<file path="config.mk">
export PLATFORM = sky130hd
export DESIGN_NAME = rvv_backend_decode_sequencer
export DESIGN_NICKNAME = d
export VERILOG_FILES = /design/src/rtl/rvv_backend_decode_sequencer_pkg.sv /design/src/rtl/rvv_backend_decode_lane_cnt.sv /design/src/rtl/rvv_backend_decode_sequencer.sv
export SDC_FILE = /design/constraint.sdc
export NUM_CORES = 1
export LEC_CHECK = 0
export ABC_CLOCK_PERIOD_IN_PS = 9200
export CAP_MARGIN = 0
export CORE_AREA = 3 3 41 43
export DETAILED_ROUTE_END_ITERATION = 6
export DIE_AREA = 0 0 44 46
export PLACE_DENSITY = 0.79
export REMOVE_ABC_BUFFERS = 1
export SLEW_MARGIN = 20
export SYNTH_ARGS = -nofsm -noshare
export SYNTH_HDL_FRONTEND = slang
export SYNTH_HIERARCHICAL = 1
export SYNTH_SLANG_ARGS = --single-unit
export TNS_END_PERCENT = 100
</file>
<file path="constraint.sdc">
create_clock -name clk -period 9.2 [get_ports clk]
set_input_delay 2.3 -clock clk [delete_from_list [all_inputs] [get_ports clk]]
set_output_delay 2.3 -clock clk [all_outputs]
set_load 0.02 [all_outputs]
</file>
<file path="src/rtl/rvv_backend_decode_sequencer_pkg.sv">
// Shared definitions for the RVV backend decode sequencer.
//   - Default lane count and per-instruction uop limit.
//   - Width of the uop index driven back to the decode core.
//   - FSM state encoding (IDLE / BUSY).
//   - RVV_FORBID: SVA helper used by the backend RTL. It is only expanded
//     inside ASSERT_ON guarded regions.
`ifndef RVV_FORBID_SVH
`define RVV_FORBID_SVH
`define RVV_FORBID(clk, rst_n, cond, msg) \
  assert property (@(posedge clk) disable iff (!(rst_n)) !(cond)) else $error(msg)
`endif

package rvv_backend_decode_sequencer_pkg;

  localparam int NUM_DE_UOP       = 4;
  localparam int MAX_UOP_PER_INST = 8;
  localparam int UOP_INDEX_WIDTH  = $clog2(MAX_UOP_PER_INST);

  // Kept as plain localparam constants so older code can compare
  // against raw bit values.
  typedef logic [0:0] de_state_t;
  localparam de_state_t DE_IDLE = 1'b0;  // no instruction partially issued
  localparam de_state_t DE_BUSY = 1'b1;  // instruction partially issued

endpackage

</file>
<file path="src/rtl/rvv_backend_decode_lane_cnt.sv">
// Lane counter for the decode sequencer.
// It counts the run of valid lanes that starts at lane 0. It then clamps
// that count to the number of free uop-queue entries.
//   enable        in  : issue allowed this cycle (head valid, no flush)
//   dec_uop_valid in  : lanes produced by the decode core
//   uq_free_cnt   in  : free uop-queue entries
//   n_push        out : number of lanes to push (0 when !enable)
module rvv_backend_decode_lane_cnt #(
  parameter int NUM_DE_UOP    = 4,
  parameter int UQ_FREE_WIDTH = 4,
  parameter int CNT_WIDTH     = $clog2(NUM_DE_UOP + 1)
) (
  input  logic                     enable,
  input  logic [NUM_DE_UOP-1:0]    dec_uop_valid,
  input  logic [UQ_FREE_WIDTH-1:0] uq_free_cnt,
  output logic [CNT_WIDTH-1:0]     n_push
);

  localparam int MW = (CNT_WIDTH > UQ_FREE_WIDTH) ? CNT_WIDTH : UQ_FREE_WIDTH;

  logic [CNT_WIDTH-1:0] n_avail;
  logic                 run;
  logic [MW-1:0]        free_ext;
  logic [MW-1:0]        avail_ext;

  // Leading-ones count: the first clear bit ends the run. Any valid
  // lanes after that gap are never pushed.
  always_comb begin
    n_avail = '0;
    run     = 1'b1;
    for (int i = 0; i < NUM_DE_UOP; i++) begin
      if (run && dec_uop_valid[i]) begin
        n_avail = n_avail + CNT_WIDTH'(1);
      end else begin
        run = 1'b0;
      end
    end
  end

  assign free_ext  = MW'(uq_free_cnt);
  assign avail_ext = MW'(n_avail);

  always_comb begin
    n_push = '0;
    if (enable) begin
      n_push = (free_ext < avail_ext) ? CNT_WIDTH'(free_ext) : n_avail;
    end
  end

endmodule

</file>
<file path="src/rtl/rvv_backend_decode_sequencer.sv">
// Decode sequencer. It moves the uops of the command-queue head instruction
// into the uop queue, a group of up to NUM_DE_UOP lanes per cycle. It
// tracks how far through the instruction it has got, and it retires the
// head instruction when the last uop has been pushed.
//   clk, rst_n          : clock, asynchronous active-low reset
//   inst_valid_cq2de    : command-queue head valid
//   pop_de2cq           : retire head instruction (done or empty)
//   dec_uop_valid/last  : per-lane decode-core output
//   uop_index_remain    : index of the next uop, fed back to the decode core
//   uq_free_cnt         : free uop-queue entries
//   uop_valid_de2uq     : per-lane push to the uop queue
//   flush               : trap flush; cancels the in-flight instruction
//   discard_err(_clr)   : sticky "instruction produced zero uops" flag
module rvv_backend_decode_sequencer #(
  parameter int NUM_DE_UOP       = rvv_backend_decode_sequencer_pkg::NUM_DE_UOP,
  parameter int MAX_UOP_PER_INST = rvv_backend_decode_sequencer_pkg::MAX_UOP_PER_INST,
  parameter int UQ_FREE_WIDTH    = 4
) (
  input  logic                                clk,
  input  logic                                rst_n,
  input  logic                                inst_valid_cq2de,
  output logic                                pop_de2cq,
  input  logic [NUM_DE_UOP-1:0]               dec_uop_valid,
  input  logic [NUM_DE_UOP-1:0]               dec_uop_last,
  output logic [$clog2(MAX_UOP_PER_INST)-1:0] uop_index_remain,
  input  logic [UQ_FREE_WIDTH-1:0]            uq_free_cnt,
  output logic [NUM_DE_UOP-1:0]               uop_valid_de2uq,
  input  logic                                flush,
  output logic                                discard_err,
  input  logic                                discard_err_clr
);

  import rvv_backend_decode_sequencer_pkg::*;

  localparam int IW = $clog2(MAX_UOP_PER_INST);
  localparam int CW = $clog2(NUM_DE_UOP + 1);

  logic            issue_en;
  logic [CW-1:0]   n_push;
  logic [NUM_DE_UOP-1:0] push_mask;
  logic [NUM_DE_UOP-1:0] last_hit;
  logic            done;
  logic            empty;
  logic            retire;

  de_state_t       state_reg, state_next;
  logic [IW-1:0]   index_reg, index_next;
  logic [IW-1:0]   index_base;
  logic [IW-1:0]   index_sum;
  logic            derr_reg, derr_next;

  assign issue_en = inst_valid_cq2de & ~flush;

  rvv_backend_decode_lane_cnt #(
    .NUM_DE_UOP    (NUM_DE_UOP),
    .UQ_FREE_WIDTH (UQ_FREE_WIDTH),
    .CNT_WIDTH     (CW)
  ) u_lane_cnt (
    .enable        (issue_en),
    .dec_uop_valid (dec_uop_valid),
    .uq_free_cnt   (uq_free_cnt),
    .n_push        (n_push)
  );

  // Thermometer push mask. Any last bit inside the pushed lanes completes
  // the instruction. Last bits after the first one add nothing to the OR.
  genvar gi;
  generate
    for (gi = 0; gi < NUM_DE_UOP; gi++) begin : g_lane
      assign push_mask[gi] = (CW'(gi) < n_push);
      assign last_hit[gi]  = push_mask[gi] & dec_uop_last[gi];
    end
  endgenerate

  assign done   = |last_hit;
  assign empty  = issue_en & (dec_uop_valid == '0);
  assign retire = flush | done | empty;

  // Outputs are held low while reset is asserted, whatever the inputs are.
  assign pop_de2cq       = rst_n & (done | empty);
  assign uop_valid_de2uq = rst_n ? push_mask : '0;

  // In IDLE the index is zero. Taking zero as the base there keeps the
  // sum independent of any stale register value.
  assign index_base = (state_reg == DE_BUSY) ? index_reg : '0;
  assign index_sum  = index_base + IW'(n_push);

  always_comb begin
    state_next = state_reg;
    index_next = index_base;
    if (retire) begin
      state_next = DE_IDLE;
      index_next = '0;
    end else if (n_push != '0) begin
      state_next = DE_BUSY;
      index_next = index_sum;
    end
  end

  // A new empty instruction in the same cycle as a clear keeps the flag set.
  always_comb begin
    derr_next = derr_reg;
    if (empty) begin
      derr_next = 1'b1;
    end else if (discard_err_clr) begin
      derr_next = 1'b0;
    end
  end

  always_ff @(posedge clk or negedge rst_n) begin
    if (!rst_n) begin
      state_reg <= DE_IDLE;
      index_reg <= '0;
      derr_reg  <= 1'b0;
    end else begin
      state_reg <= state_next;
      index_reg <= index_next;
      derr_reg  <= derr_next;
    end
  end

  assign uop_index_remain = index_reg;
  assign discard_err      = derr_reg;

`ifdef ASSERT_ON
  `RVV_FORBID(clk, rst_n,
    !retire && (n_push != '0) &&
    (({1'b0, index_base} + (IW+1)'(n_push)) >= (IW+1)'(MAX_UOP_PER_INST)),
    "uop index overflow");
  `RVV_FORBID(clk, rst_n,
    (dec_uop_valid & (dec_uop_valid + NUM_DE_UOP'(1))) != '0,
    "non-contiguous dec_uop_valid");
`endif

endmodule

</file>
==> out/results.ini, run 1 <==
[global_routing]
gr-total-overflow=0
antenna_found_initial=0
grt_pass1_vias=489
grt_max_degree=10
grt_pass1_wl_mm=2.04
track_usage=0.138

[timing]
finalHoldViolations=0
fmax_mhz=118
slew_headroom=0.513
skew_ps=0.128
tightestPinTransition_ps=725
setup_viol=0
period_minus_slack_ps=8490
slew_viol_final=0
rsz0062_at_grt=false
post-route-period-util=0.923
fin_tns_setup_ps=0

[setup_path]
worstPathArrival_ps=6190
startpoint_type=input port
worstSetupPathType=input port to primary output
cpLargestDelayFamily=compound AO/OA/AOI/OAI gates
path_cells=clkdlybuf4s50_1 > inv_1 > a21oi_1 > ha_1 > o21ai_0 > ha_1 > o21ai_2 > o21a_2 > o31ai_1 > o32ai_1 > o211ai_4 > and2_1 > clkdlybuf4s50_1
crit_start=dec_uop_valid[2]
crit_required_ps=6900
cp_slowest_cell=o31ai_1
slowest_delay_ps=600
r2r_start=state_reg
path_buf_inv=3
path_max_fanout=5
end_kind=primary output

[synthesis]
syn_inst=65
synth_seq_cells=5
synth_cell_types=32
synth_warnings=6
syn-mean-instance-area_um2=8.91
ys_seq_area_frac=0.216
synthesis.area_um2=579

[placement]
place.detailed.hpwl_mm=1.09
placedInstanceArea_um2=837
io_buffers=25
gp_congestion=0.769

[final_layout]
antennaDiodeCount=0
fin_area_um2=865
final_nets=116
drive_above_1_share=0.118
final_util=0.648
largest_reg_flops=3
area_growth_pct=49.2

[detailed_routing]
routed_via_density=5.23
drc=0
drtAntennaViolNets=0
dr_total_vias=565
drt-total-wl_mm=1.26
drt_iter0_markers=5
first_pass_iters=4
drt-wirelength-per-cell_um=11.7

[power]
leakage_nw=0.343
ir_drop_uv=39.8
p_per_area_nw_per_um2=85.8

[floorplanning]
core_region_area_um2=1330
rows=13
initial_utilization=0.434
dieArea_um2=2020
io_pins=26
die_y_um=46
die_w_um=44

[clock_tree]
clkSlewWorstSetupHoldPaths_ps=40
postCtsSetupRepairBufs=0
post_cts_resized=0
cts_hold_buffers=0
cts-root-buf=clkbuf_4
insertion_delay_ps=250
cts.path.max_buffers=2
cts_buffers=3
cts_tree=yes
cts_num_sinks=5
ctsHtreeMaxLevel=1

[outcome]
outcome=completed

[run]
drv_cap=0

[hold_path]
worstHoldStart=discard_err
worst_hold_path_type=flop to flop

==> kinds of logic after synthesis <==
| kind of cell | count (synthesis) | share of synthesized area |
|---|---|---|
| AO/OA/AOI/OAI | 19 | 0.285 |
| adder cells (fa/ha/maj) | 5 | 0.121 |
| multiplexers | 2 | 0.0346 |
| AND/OR/NAND/NOR | 28 | 0.283 |
| XOR/XNOR | 1 | 0.0151 |
| buffers and inverters | 5 | 0.0453 |
| flip-flops | 5 | 0.216 |
==> per-layer routing <==
layer | global-route usage | vias to the layer above | routed length (um)
met3 | 0.0237 | 5 | 120
met1 | 0.168 | 238 | 575
li1 | - | 296 | -
met5 | 0 | - | 0
met4 | 0.0904 | 0 | 35
met2 | 0.221 | 26 | 529
==> worst min-delay path, delay by kind of cell (launching register included) <==
kind	cells	cell delay (ps)
compound gates	1	60
buf+inv	1	50
flops	1	370
==> cell type report <==
cell class / instances / area (um2)
Fill cell: 124 / 469
Multi-Input combinational cell: 55 / 428
Sequential cell: 5 / 125
Timing Repair Buffer: 25 / 250
Inverter: 4 / 15.0
Clock inverter: 1 / 5.00
Clock buffer: 3 / 22.5
Tap cell: 15 / 18.8
==> synth_stat cells <==
master	n	area share
ha_1	4	0.086
o2111ai_1	2	0.030
dfrtp_1	5	0.22
o32ai_1	1	0.015
nand2b_1	1	0.011
nor2_2	1	0.011
or3_1	1	0.011
a2111oi_4	1	0.048
o21a_1	2	0.026
nor3_1	4	0.035
nor4_1	1	0.011
nand4_1	1	0.011
o21ai_1	2	0.017
o21a_2	1	0.015
nor2b_1	1	0.011
buf_6	1	0.019
nand2_1	6	0.039
nand2b_4	1	0.024
o21ai_0	2	0.017
inv_1	4	0.026
xor2_1	1	0.015
nand2_4	1	0.019
mux2i_1	2	0.035
o21ai_2	1	0.015
nor2_1	2	0.013
fa_1	1	0.035
and2_1	7	0.076
a21oi_1	3	0.026
o31ai_1	2	0.026
o211ai_4	1	0.037
or2b_1	1	0.013
a211oi_1	1	0.013
==> report_power, final <==
| group | internal, mW | total, mW | switching [mW] |
|---|---|---|---|
| clock network | 0.0158 | 0.0261 | 0.0103 |
| registers | 0.0226 | 0.0231 | 0.000406 |
| logic | 0.0130 | 0.0251 | 0.0121 |
==> worst paths after layout <==
kind                                            end  slack, ps  depth (start not counted)
max in group asynchronous               discard_err       6640                          1
worst max-delay path                      pop_de2cq        710                         13
worst min register to register          discard_err        520                          2
worst max register to register  uop_index_remain[2]       7440                          7
min in group asynchronous                 state_reg       2310                          1
worst min-delay path                    discard_err        520                          2
==> through the flow <==
stage,instances,worst slack (ps),total power [mW],hold slack [ps]
2_1_floorplan,64,2160,0.0360,546
3_3_place_gp,104,796,0.0483,510
3_5_place_dp,104,715,0.0486,517
4_1_cts,108,701,0.0753,526
5_1_grt,108,453,0.0780,547
6_report,108,708,0.0742,518
==> cell usage in the layout (no fill, tap or decap), types with 2 or more instances in the layout <==
master           synthesis  final
nand2_1                  6      6
inv_1                    4      4
o2111ai_1                2      2
o21ai_1                  2      2
clkdlybuf4s50_1          0     25
nor2_1                   2      2
dfrtp_1                  5      5
o21ai_0                  2      2
and2_1                   7      7
clkbuf_4                 0      3
a21oi_1                  3      3
o21a_1                   2      2
ha_1                     4      4
mux2i_1                  2      2
o31ai_1                  2      2
nor3_1                   4      4
(Power assumes the default switching activity.)
==> inputs of run 2 (changes only) <==
--- a/config.mk
+++ b/config.mk
@@ -5,11 +5,11 @@
 export SDC_FILE = /design/constraint.sdc
 export NUM_CORES = 1
 export LEC_CHECK = 0
-export ABC_CLOCK_PERIOD_IN_PS = 9200
+export ABC_CLOCK_PERIOD_IN_PS = 11000
 export CAP_MARGIN = 0
-export CORE_AREA = 3 3 41 43
+export CORE_AREA = 5 5 43 45
 export DETAILED_ROUTE_END_ITERATION = 6
-export DIE_AREA = 0 0 44 46
+export DIE_AREA = 0 0 48 50
 export PLACE_DENSITY = 0.79
 export REMOVE_ABC_BUFFERS = 1
 export SLEW_MARGIN = 20
==> constraint.sdc (replaced) <==
create_clock -name clk -period 11 [get_ports clk]
set_input_delay 2.75 -clock clk [delete_from_list [all_inputs] [get_ports clk]]
set_output_delay 2.75 -clock clk [all_outputs]
set_load 0.02 [all_outputs]
==> out/results.ini, run 2 (synthesized netlist as in run 1, its figures left out) <==
[detailed_routing]
first_pass_iters=6
drt-wirelength-per-cell_um=13.3
wl_met3_um=129
dr_total_vias=591
top_layer=met4
drt-total-wl_mm=1.45
wl_met1_um=571
drtAntennaViolNets=0
drt_iter0_markers=9
wl_met2_um=724
drc=0
routed_via_density=5.42

[timing]
slew_headroom=0.488
skew_ps=1.50
tightestPinTransition_ps=762
finalHoldViolations=0
setup_slack_ps=1620
slew_viol_final=0
post-route-period-util=0.853
fin_tns_setup_ps=0
setup_viol=0
fmax_mhz=107
rsz0062_at_grt=false
period_minus_slack_ps=9380

[floorplanning]
die_y_um=50
initial_utilization=0.403
io_pins=26
core_region_area_um2=1440
dieArea_um2=2400
die_w_um=48
rows=14

[clock_tree]
insertion_delay_ps=240
cts.path.max_buffers=2
cts_hold_buffers=0
cts_num_sinks=5
postCtsSetupRepairBufs=0
cts-root-buf=clkbuf_4
clkSlewWorstSetupHoldPaths_ps=40
post_cts_resized=0
cts_tree=yes
cts_buffers=3
ctsHtreeMaxLevel=1

[final_layout]
largest_reg_flops=3
multi_input_area_um2=428
fillers=133
final_common_cell=clkdlybuf4s50_1
drive_above_1_share=0.108
area_growth_pct=49.2
final_nets=116
antennaDiodeCount=0
stdcell_count=109
final_cell_mix=25 x clkdlybuf4s50_1, 7 x and2_1, 6 x nand2_1
seqCellArea_um2=125

[placement]
io_buffers=25
gp_congestion=0.784
placed_cells=105
pre_cts_ws_ps=1570

[setup_path]
worstSetupPathType=input port to primary output
path_max_fanout=8
worstPathArrival_ps=6630
end_kind=primary output
startpoint_type=input port
timing.reg2reg.setup_slack_ps=9220
crit_required_ps=8250

[global_routing]
grt_pass1_wl_mm=2.43
gr-total-overflow=0
track_usage=0.140
grt_max_degree=10
grt_pass1_vias=547
antenna_found_initial=0

[hold_path]
worst_hold_path_type=flop to flop

[power]
ir_drop_uv=28.7
p_per_area_nw_per_um2=72.0
leakage_nw=0.341

[outcome]
outcome=completed

[run]
drv_cap=0

[run 2: cell count changes in the layout (fill, tap and decap cells not counted), sizes merged]
cell,change
clkbuf,+1
clkinv,-1
[run 2: where the power goes]
part / total (mW) / internal, mW / switching (mW) / leakage, nW
logic: 0.0212 / 0.0109 / 0.0103 / 0.256
registers: 0.0193 / 0.0190 / 0.000378 / 0.0692
clock network: 0.0217 / 0.0137 / 0.00797 / 0.0150
total: 0.0622 / 0.0436 / 0.0186 / 0.341
[run 2: cell type report]
class | instances | area share
well taps | 16 | 0.0232
flip-flops and latches | 5 | 0.145
repair buffers | 25 | 0.289
inverters | 4 | 0.0174
multi-input cells | 55 | 0.495
clock buffers | 4 | 0.0304
[run 2: final timing paths]
check	cells after the start	startpoint	end
max in group asynchronous	1	rst_n	uop_index_remain[1]
min	2	discard_err	discard_err
min in group asynchronous	1	rst_n	discard_err
max	14	dec_uop_valid[2]	pop_de2cq
max reg2reg	7	state_reg	uop_index_remain[2]
min reg2reg	2	discard_err	discard_err
[run 2: stage by stage]
stage                     area, um2  power, mW  hold slack, ps   util
after floorplan                 568     0.0301             546      -
after global placement          838     0.0402             511  0.584
after detailed placement        838     0.0409             514  0.584
after CTS                       865     0.0631             524  0.602
after global routing            865     0.0670             550  0.602
final                           865     0.0622             518  0.602
[run 2: worst max-delay path, stage by stage]
cell and delay (ps):
clkdlybuf4s50_1 590, inv_1 60, a21oi_1 140, ha_1 230
o21ai_0 260, ha_1 310, o21ai_2 110, o21a_2 220
o31ai_1 630, or3_1 360, nand2_4 80, o211ai_4 90
and2_1 170, clkdlybuf4s50_1 600
[run 2: metal layers]
layer,vias up,GRT usage
met1,267,0.161
li1,295,-
met4,0,0.0717
met2,25,0.233
met5,-,0
met3,4,0.0218
==> inputs of run 3 (changes only) <==
--- a/config.mk
+++ b/config.mk
@@ -5,12 +5,11 @@
 export SDC_FILE = /design/constraint.sdc
 export NUM_CORES = 1
 export LEC_CHECK = 0
-export ABC_CLOCK_PERIOD_IN_PS = 11000
-export CAP_MARGIN = 0
-export CORE_AREA = 5 5 43 45
+export ABC_CLOCK_PERIOD_IN_PS = 8300
+export CORE_AREA = 5 5 47 49
 export DETAILED_ROUTE_END_ITERATION = 6
-export DIE_AREA = 0 0 48 50
-export PLACE_DENSITY = 0.79
+export DIE_AREA = 0 0 52 54
+export PLACE_DENSITY = 0.69
 export REMOVE_ABC_BUFFERS = 1
 export SLEW_MARGIN = 20
 export SYNTH_ARGS = -nofsm -noshare
==> constraint.sdc (replaced) <==
create_clock -name clk -period 8.3 [get_ports clk]
set_input_delay 2.075 -clock clk [delete_from_list [all_inputs] [get_ports clk]]
set_output_delay 2.075 -clock clk [all_outputs]
set_load 0.02 [all_outputs]
==> out/results.ini, run 3 (synthesized netlist as in run 1, its figures left out) <==
[final_layout]
drive_above_1_share=0.126
final_util=0.490
final_cell_mix=25 x clkdlybuf4s50_1, 7 x and2_1, 6 x nand2_1
area_growth_pct=54.2
seqCellArea_um2=125
final_common_cell=clkdlybuf4s50_1
antennaDiodeCount=0
fillers=181
multi_input_area_um2=428
final_nets=118
largest_reg_flops=3

[clock_tree]
postCtsSetupRepairBufs=0
cts-root-buf=clkbuf_4
cts_tree=yes
cts.path.max_buffers=2
clkSlewWorstSetupHoldPaths_ps=40
post_cts_resized=0
cts_buffers=3
cts_hold_buffers=0
cts_num_sinks=5
ctsHtreeMaxLevel=1
insertion_delay_ps=250

[power]
combPwrFrac=0.342
leakage_nw=0.351
p_per_area_nw_per_um2=93.0
ir_drop_uv=37.7
netSwitchingPower_uw=25.0
seqPwrFrac=0.309
switching_share=0.301
intPower_uw=58.1
clockPowerShare=0.349

[placement]
place.detailed.hpwl_mm=1.23
io_buffers=25
gp_congestion=0.797

[timing]
fin_tns_setup_ps=0
slew_headroom=0.721
period_minus_slack_ps=7830
rsz0062_at_grt=false
finalHoldViolations=0
skew_ps=1.16
post-route-period-util=0.943
fmax_mhz=128
slew_viol_final=0
setup_viol=0
tightestPinTransition_ps=418

[hold_path]
min_delay_worst_endpoint=discard_err
worst_hold_path_type=flop to flop
hold-path-cell-count=2
worstHoldStart=discard_err

[setup_path]
path_buf_inv=4
path_cells=clkdlybuf4s50_1 > inv_1 > a21oi_1 > ha_1 > o21ai_0 > ha_1 > o21ai_2 > o2111ai_1 > o31ai_1 > buf_4 > or3_1 > nand2_4 > o211ai_4 > and2_1 > clkdlybuf4s50_1
worstSetupPathType=input port to primary output
r2r_cells=7
cp_slowest_cell=clkdlybuf4s50_1
crit_required_ps=6230
r2r_start=state_reg
timing.reg2reg.setup_slack_ps=6510
r2r_end=uop_index_remain[2]
cpLargestDelayFamily=buffers and inverters
worstPathArrival_ps=5750
startpoint_type=input port
path_max_fanout=8
slowest_delay_ps=600
end_kind=primary output

[global_routing]
grt_pass1_vias=571
gr-total-overflow=0
antenna_found_initial=0
track_usage=0.117
grt_max_degree=10
grt_pass1_wl_mm=2.37

[detailed_routing]
drt_iter0_markers=10
wl_met3_um=129
dr_total_vias=592
drtAntennaViolNets=0
wl_met1_um=571
top_layer=met4
drc=0
drt-wirelength-per-cell_um=11.7
first_pass_iters=4
drt-total-wl_mm=1.43
routed_via_density=4.85
wl_met2_um=709

[floorplanning]
die_w_um=52
initial_utilization=0.318
core_region_area_um2=1820
dieArea_um2=2810
io_pins=26
die_y_um=54
rows=16

[outcome]
outcome=completed

[run]
drv_cap=0

[run 3: worst max-delay path by stage]
stage	startpoint	endpoint	slack (ps)	cells past startpoint
after floorplan	dec_uop_valid[0]	pop_de2cq	1710	11
after global placement	dec_uop_valid[2]	pop_de2cq	580	15
after detailed placement	dec_uop_valid[2]	pop_de2cq	500	15
after CTS	dec_uop_valid[2]	pop_de2cq	480	15
after global routing	dec_uop_valid[1]	pop_de2cq	280	14
final	dec_uop_valid[2]	pop_de2cq	470	15
[run 3: through the flow]
stage	setup WS, ps	power, mW	instances	hold WS, ps	instance area [um2]
global route	280	0.0893	122	574	893
finish	471	0.0831	122	522	893
floorplan	1710	0.0399	64	546	568
global placement	581	0.0539	118	509	867
CTS	484	0.0843	122	528	893
detailed placement	497	0.0546	118	521	867
[run 3: worst reg2reg max path, cell delays in order, from the launching register on]
cell,delay (ps)
dfrtp_1,400
and2_1,170
ha_1,190
fa_1,370
or2b_1,220
o21ai_1,100
xor2_1,150
nor3_1,50
[run 3: power by group through the flow]
stage | Sequential [mW] | Clock (mW) | Combinational [mW]
finish | 0.0257 | 0.0290 | 0.0284
global route | 0.0257 | 0.0327 | 0.0310
CTS | 0.0257 | 0.0300 | 0.0287
detailed placement | 0.0261 | 0 | 0.0285
global placement | 0.0260 | 0 | 0.0279
floorplan | 0.0262 | 0 | 0.0137
[run 3: area by class of cell]
type / count / share of cell area
tap: 27 / 0.0378
clock buffer: 4 / 0.0294
sequential: 5 / 0.140
multi-input combinational: 55 / 0.479
inverter: 4 / 0.0168
timing repair buffer: 27 / 0.297
[run 3: per-layer routing]
| layer | up-vias | GRT usage |
|---|---|---|
| met1 | 264 | 0.116 |
| met3 | 4 | 0.0471 |
| li1 | 300 | - |
| met2 | 24 | 0.203 |
| met4 | 0 | 0.0742 |
| met5 | - | 0 |
